**src/rtl/fp_addsub_pipe.sv**
```systemverilog
// fp_addsub_pipe: three-stage floating-point add/subtract with RNE rounding,
// zero/inf/NaN handling, status flags and valid/ready backpressure.
module fp_addsub_pipe #(
    parameter int EXPONENT_WIDTH = 8,
    parameter int MANTISSA_WIDTH = 23
) (
    input  logic                                     clk,
    input  logic                                     rst,
    input  logic                                     in_valid,
    output logic                                     in_ready,
    input  logic [EXPONENT_WIDTH+MANTISSA_WIDTH:0]   A_FP,
    input  logic [EXPONENT_WIDTH+MANTISSA_WIDTH:0]   B_FP,
    input  logic                                     op,
    output logic                                     out_valid,
    input  logic                                     out_ready,
    output logic [EXPONENT_WIDTH+MANTISSA_WIDTH:0]   result,
    output logic                                     sign,
    output logic [EXPONENT_WIDTH-1:0]                exponent,
    output logic [MANTISSA_WIDTH-1:0]                mantissa,
    output logic                                     overflow,
    output logic                                     underflow,
    output logic                                     invalid
);

    localparam int E  = EXPONENT_WIDTH;
    localparam int M  = MANTISSA_WIDTH;
    localparam int W  = 1 + E + M;
    localparam int SW = M + 4;
    localparam int XW = 32;

    localparam logic [E-1:0] EONES = '1;
    localparam logic [W-1:0] QNAN  = {1'b0, EONES, 1'b1, {(M-1){1'b0}}};

    // Leading-zero count of the aligned sum (SW when all zero).
    function automatic logic [XW-1:0] lzc_f(input logic [SW-1:0] v);
        lzc_f = XW'(SW);
        for (int i = 0; i < SW; i++) begin
            if (v[i]) lzc_f = XW'(SW - 1 - i);
        end
    endfunction

    assign in_ready = ~(out_valid & ~out_ready);

    // ---------------- stage 1: unpack, classify, swap ----------------
    logic         a_s, b_s;
    logic [E-1:0] a_e, b_e;
    logic [M-1:0] a_f, b_f;
    logic         a_zero, b_zero, a_inf, b_inf, a_nan, b_nan, b_big;

    assign a_s    = A_FP[W-1];
    assign a_e    = A_FP[W-2:M];
    assign a_f    = A_FP[M-1:0];
    assign b_s    = B_FP[W-1] ^ op;
    assign b_e    = B_FP[W-2:M];
    assign b_f    = B_FP[M-1:0];
    assign a_zero = (a_e == '0);
    assign b_zero = (b_e == '0);
    assign a_inf  = (a_e == EONES) & (a_f == '0);
    assign b_inf  = (b_e == EONES) & (b_f == '0);
    assign a_nan  = (a_e == EONES) & (a_f != '0);
    assign b_nan  = (b_e == EONES) & (b_f != '0);
    assign b_big  = {b_e, b_f} > {a_e, a_f};

    logic         c1_special, c1_inv, c1_sign;
    logic [W-1:0] c1_spec;
    logic [E-1:0] c1_exp, c1_diff;
    logic [M:0]   c1_big_sig, c1_sml_sig;

    // Resolve special operands and order the finite ones by magnitude.
    always_comb begin
        c1_special = 1'b1;
        c1_inv     = 1'b0;
        c1_spec    = '0;
        if (a_nan | b_nan | (a_inf & b_inf & (a_s != b_s))) begin
            c1_spec = QNAN;
            c1_inv  = 1'b1;
        end else if (a_inf) begin
            c1_spec = {a_s, a_e, a_f};
        end else if (b_inf) begin
            c1_spec = {b_s, b_e, b_f};
        end else if (a_zero & b_zero) begin
            c1_spec = {a_s & b_s, {(W-1){1'b0}}};
        end else if (a_zero) begin
            c1_spec = {b_s, b_e, b_f};
        end else if (b_zero) begin
            c1_spec = {a_s, a_e, a_f};
        end else begin
            c1_special = 1'b0;
        end
        if (b_big) begin
            c1_sign    = b_s;
            c1_exp     = b_e;
            c1_diff    = b_e - a_e;
            c1_big_sig = {1'b1, b_f};
            c1_sml_sig = {1'b1, a_f};
        end else begin
            c1_sign    = a_s;
            c1_exp     = a_e;
            c1_diff    = a_e - b_e;
            c1_big_sig = {1'b1, a_f};
            c1_sml_sig = {1'b1, b_f};
        end
    end

    logic         s1_valid, s1_special, s1_inv, s1_sign, s1_sub;
    logic [W-1:0] s1_spec;
    logic [E-1:0] s1_exp, s1_diff;
    logic [M:0]   s1_big_sig, s1_sml_sig;

    // Stage 1 register; holds while the output is stalled.
    always_ff @(posedge clk or posedge rst) begin
        if (rst) begin
            s1_valid   <= 1'b0;
            s1_special <= 1'b0;
            s1_inv     <= 1'b0;
            s1_sign    <= 1'b0;
            s1_sub     <= 1'b0;
            s1_spec    <= '0;
            s1_exp     <= '0;
            s1_diff    <= '0;
            s1_big_sig <= '0;
            s1_sml_sig <= '0;
        end else if (in_ready) begin
            s1_valid   <= in_valid;
            s1_special <= c1_special;
            s1_inv     <= c1_inv;
            s1_sign    <= c1_sign;
            s1_sub     <= a_s ^ b_s;
            s1_spec    <= c1_spec;
            s1_exp     <= c1_exp;
            s1_diff    <= c1_diff;
            s1_big_sig <= c1_big_sig;
            s1_sml_sig <= c1_sml_sig;
        end
    end

    // ---------------- stage 2: align and add ----------------
    logic [2*SW-1:0] wide;
    logic [SW-1:0]   aligned;
    logic [SW:0]     sum_c;

    // Shift the small significand right, folding lost bits into sticky.
    always_comb begin
        wide = {s1_sml_sig, 3'b000, {SW{1'b0}}} >> s1_diff;
        if (int'(s1_diff) >= M + 3) begin
            aligned = SW'(1);
        end else begin
            aligned = wide[2*SW-1:SW] | SW'(|wide[SW-1:0]);
        end
        if (s1_sub) begin
            sum_c = {1'b0, s1_big_sig, 3'b000} - {1'b0, aligned};
        end else begin
            sum_c = {1'b0, s1_big_sig, 3'b000} + {1'b0, aligned};
        end
    end

    logic         s2_valid, s2_special, s2_inv, s2_sign;
    logic [W-1:0] s2_spec;
    logic [E-1:0] s2_exp;
    logic [SW:0]  s2_sum;

    // Stage 2 register; holds while the output is stalled.
    always_ff @(posedge clk or posedge rst) begin
        if (rst) begin
            s2_valid   <= 1'b0;
            s2_special <= 1'b0;
            s2_inv     <= 1'b0;
            s2_sign    <= 1'b0;
            s2_spec    <= '0;
            s2_exp     <= '0;
            s2_sum     <= '0;
        end else if (in_ready) begin
            s2_valid   <= s1_valid;
            s2_special <= s1_special;
            s2_inv     <= s1_inv;
            s2_sign    <= s1_sign;
            s2_spec    <= s1_spec;
            s2_exp     <= s1_exp;
            s2_sum     <= sum_c;
        end
    end

    // ---------------- stage 3: normalise, round, pack ----------------
    logic [SW-1:0]        norm;
    logic [XW-1:0]        lz;
    logic signed [XW-1:0] e_n, e_f;
    logic                 rnd_up, c3_ov, c3_un;
    logic [M+1:0]         mant_r;
    logic [M-1:0]         frac_f;
    logic [W-1:0]         c3_res;

    // Normalise, apply round-to-nearest-even, then range-check exponent.
    always_comb begin
        c3_ov  = 1'b0;
        c3_un  = 1'b0;
        lz     = lzc_f(s2_sum[SW-1:0]);
        e_n    = $signed(XW'(s2_exp));
        if (s2_sum[SW]) begin
            norm = {s2_sum[SW:2], s2_sum[1] | s2_sum[0]};
            e_n  = e_n + 1;
        end else begin
            norm = s2_sum[SW-1:0] << lz;
            e_n  = e_n - $signed(lz);
        end
        rnd_up = norm[2] & (norm[1] | norm[0] | norm[3]);
        mant_r = {1'b0, norm[SW-1:3]} + (M+2)'(rnd_up);
        e_f    = e_n;
        frac_f = mant_r[M-1:0];
        if (mant_r[M+1]) begin
            e_f    = e_n + 1;
            frac_f = mant_r[M:1];
        end
        if (s2_sum == '0) begin
            c3_res = '0;
        end else if (e_f >= $signed(XW'(EONES))) begin
            c3_res = {s2_sign, EONES, {M{1'b0}}};
            c3_ov  = 1'b1;
        end else if (e_f <= 0) begin
            c3_res = {s2_sign, {(W-1){1'b0}}};
            c3_un  = 1'b1;
        end else begin
            c3_res = {s2_sign, e_f[E-1:0], frac_f};
        end
    end

    // Output register; bubbles clear result and flags.
    always_ff @(posedge clk or posedge rst) begin
        if (rst) begin
            out_valid <= 1'b0;
            result    <= '0;
            overflow  <= 1'b0;
            underflow <= 1'b0;
            invalid   <= 1'b0;
        end else if (in_ready) begin
            out_valid <= s2_valid;
            if (s2_valid) begin
                result    <= s2_special ? s2_spec : c3_res;
                overflow  <= ~s2_special & c3_ov;
                underflow <= ~s2_special & c3_un;
                invalid   <= s2_special & s2_inv;
            end else begin
                result    <= '0;
                overflow  <= 1'b0;
                underflow <= 1'b0;
                invalid   <= 1'b0;
            end
        end
    end

    assign sign     = result[W-1];
    assign exponent = result[W-2:M];
    assign mantissa = result[M-1:0];

endmodule

```
**config.mk**
```make
export PLATFORM = sky130hd
export DESIGN_NAME = fp_addsub_pipe
export DESIGN_NICKNAME = d
export VERILOG_FILES = /design/src/rtl/fp_addsub_pipe.sv
export SDC_FILE = /design/constraint.sdc
export NUM_CORES = 1
export LEC_CHECK = 0
export ABC_AREA = 1
export BUFFER_PORTS_ARGS = -buffer_cell sky130_fd_sc_hd__buf_4
export CAP_MARGIN = 20
export CORE_MARGIN = 5
export CORE_UTILIZATION = 61
export DETAILED_ROUTE_END_ITERATION = 6
export GPL_ROUTABILITY_DRIVEN = 0
export PLACE_DENSITY = 0.81
export SKIP_LAST_GASP = 1
export SLEW_MARGIN = 20
export SYNTH_ARGS = -nofsm -noshare
export SYNTH_HDL_FRONTEND = slang
export SYNTH_SLANG_ARGS = --single-unit
```
**constraint.sdc**
```tcl
create_clock -name clk -period 9.8 [get_ports clk]
set_input_delay 1.47 -clock clk [delete_from_list [all_inputs] [get_ports clk]]
set_output_delay 1.47 -clock clk [all_outputs]
set_load 0.005 [all_outputs]
```
==> flow_summary.toml <==
[run_status]
status = "finished clean"

[sta]
rsz0062_at_grt = "no"
setup_tns_ps = 0
slew-limit-headroom_pct = 27.0
final_hold_viol_count = 0
timing.final.crit_share_pct = 65.1
fmax_mhz = 157
clock_skew_ps = 21.7
finalSetupViolCount = 0
setup_slack_ps = 3420
worst_pin_slew_ps = 1090
drv_slew = 0
fin_crit_ps = 6380

[cells_and_area]
layout-drive-gt1-share_pct = 8.98
diodes = 0
fin_nets = 2972
fin_util_pct = 67.0
area_delta_synth_final_pct = 9.18

[global_route]
grt_pass1_vias = 18000
grt_util_all_layers_pct = 33.6
grt_pass1_wl_um = 92200
antenna_found_initial = 0
grt_max_degree = 235
overflow = 0

[cts]
clk_latency_ps = 550
clockRootBuffer = "clkbuf_16"
ctsResizeCount = 0
tritoncts = "built"
htreeDepth = 1
cts_hold_buffers = 0
cts_made_buffers = 25
postCtsSetupBuffers = 0
clk_pin_slew_worst_paths_ps = 60
clockBufferDepth = 3
cts_sinks = 208

[synth]
syn_nets = 2964
synth.top_cells.by_area = "dfrtp_1 (29%), nand2_1 (18%), o21ai_0 (8.3%), nand3_1 (7.0%), ha_1 (6.8%)"
yosysWarnings = 0
synth-adder-area-share_pct = 7.24
yosys.area_share.simple_pct = 34.1
synth_edf_count = 0
ys_seq_area_share_pct = 28.9
ys_seq_elements = 208
syn_avg_cell_area_um2 = 6.46
syn_area_um2 = 18000
synth_flop_cell = "dfrtp_1"
synth_top_area_cell = "dfrtp_1"
muxShareOfSynthArea_pct = 0.555
synth_xor_xnor_area_share_pct = 2.33
synth_top_area_share_pct = 28.9
synthArstFlopShare_pct = 100
synth_top_family_by_area = "simple AND/OR/NAND/NOR gates"
synth_cell_type_count = 63
syn_inst = 2793
synth_compound_area_share_pct = 16.3

[pwr]
power_density_nw_per_um2 = 305
p_leak_nw = 9.99
peakVddDrop_mv = 0.172
p_total_mw = 6.01

[worst_setup_path]
slowest_stage = "dfrtp_1"
cp.arrival_ps = 6770
cp-start-kind = "flop"
worstPathMaxFanout = 26
end_kind = "flop"
crit_family = "compound AO/OA/AOI/OAI gates"
critPathMaxStageDelay_ps = 770
critPathBufInv = 5
path_class = "reg -> reg"
critPathRequiredTime_ps = 10190

[floorplanning]
io_pins = 138
die_h_um = 182
core_area_um2 = 29400
rows = 63
dieArea_um2 = 33100
die_w_um = 182
initial_core_util_pct = 61.4

[routing]
drtPass1Iterations = 7
drc = 0
ant_nets = 0
drt_iter0_drc = 2529
routed_wl_um = 57900
viasPerCell = 6.07
wire_per_inst_um = 18.1
vias = 19500

[place]
portBuffers = 137
dp_slack_ps = 3910
place.detailed.hpwl_um = 42800

[min_path]
hp-class = "reg -> reg"

[run]
drv_cap = 0
-- worst register-to-register path, delay by kind of cell, from the launching register on --
family | cells | cell delay (ps)
AOI/OAI and AO/OA | 14 | 2540
and+or+nand+nor | 10 | 1440
buffers and inverters | 5 | 1020
DFF | 1 | 770
muxes | 1 | 280
adders and majority gates | 1 | 160
-- per-layer routing --
layer / routed length (um) / track usage (%) / vias to the layer above / part of all wire, %
met5: 0 / 0 / - / 0
met4: 3860 / 17.5 / 0 / 6.7
met3: 5670 / 5.43 / 246 / 9.8
met2: 25700 / 52.8 / 1127 / 44
met1: 22700 / 44.7 / 8903 / 39
li1: - / - / 9182 / -
-- worst paths after layout --
kind / start / cells past startpoint / slack (ps) / to
worst max-delay path: s1_diff[1] / 31 / 3420 / s2_sum[26]
worst min-delay path: s2_spec[22] / 2 / 480 / s2_spec[22]
worst max register to register: s1_diff[1] / 31 / 3420 / s2_sum[26]
worst min register to register: s2_spec[22] / 2 / 480 / s2_spec[22]
max in group asynchronous: rst / 3 / 7180 / result[11]
min in group asynchronous: rst / 2 / 1070 / s1_sml_sig[20]
-- layout by cell type (no fill, tap or decap), types with 29 or more instances in the layout --
cell / count
buf_4: 147
nand3_1: 253
o21ai_0: 298
nand4_1: 44
ha_1: 98
xor2_1: 38
nor3_1: 29
a21oi_1: 104
nand2_1: 867
nor2_1: 169
inv_1: 265
dfrtp_1: 207
-- cell families after synthesis --
logic type | count (synthesis)
DFF | 208
muxes | 10
buffers and inverters | 454
adders and majority gates | 102
AOI/OAI and AO/OA | 531
and+or+nand+nor | 1440
xor gates and xnor gates | 48
-- cell usage after synthesis (all sizes together) (3+ instances only) --
master and count:
o21bai 5, nor2 179, o22ai 16, o2111ai 3, nand3b 9, or2 6
mux2i 10, o41ai 3, buf 67, dfrtp 208, xor2 38, xnor2 10
nand3 259, inv 280, o311ai 3, o211ai 4, fa 4, o31ai 10
nand4 44, nand2 889, a22o 6, nor3 29, a211oi 7, a21oi 106
a22oi 17, a31oi 18, clkbuf 100, clkinv 7, o21ai 317, o21a 3
ha 98, nor4 20
-- state kept, by name, indices dropped and copies added (netlist names) --
| register | count |
|---|---|
| result | 32 |
| s1_spec | 32 |
| s2_spec | 32 |
| s2_sum | 28 |
| s1_big_sig | 24 |
| s1_sml_sig | 23 |
| s1_diff | 8 |
| s1_exp | 8 |
| s2_exp | 8 |
| invalid | 1 |
| out_valid | 1 |
| overflow | 1 |
| s1_inv | 1 |
| s1_sign | 1 |
| s1_special | 1 |
| s1_sub | 1 |
| s1_valid | 1 |
| s2_inv | 1 |
| s2_sign | 1 |
| s2_special | 1 |
| s2_valid | 1 |
| underflow | 1 |
-- where the power goes --
part           leakage (nW)  switching, mW  internal, mW
Clock                 0.415          0.398         0.570
Sequential             2.64          0.308          1.10
Combinational          6.94           2.44          1.20
-- layout make-up --
cell class,count,area [um^2]
multi-input combinational,2131,10900
fill,2559,9710
sequential,208,5210
timing repair buffer,148,1120
inverter,287,1090
clock buffer,30,664
tap,390,488
clock inverter,12,180
-- stage by stage --
stage	hold WS [ps]	instances	area, um^2
final	479	3206	19700
after global routing	502	3206	19700
after CTS	478	3206	19700
after detailed placement	455	3164	18900
after global placement	454	3164	18900
after floorplan	442	2793	18000
No activity file was read; power rests on OpenSTA's default activity.
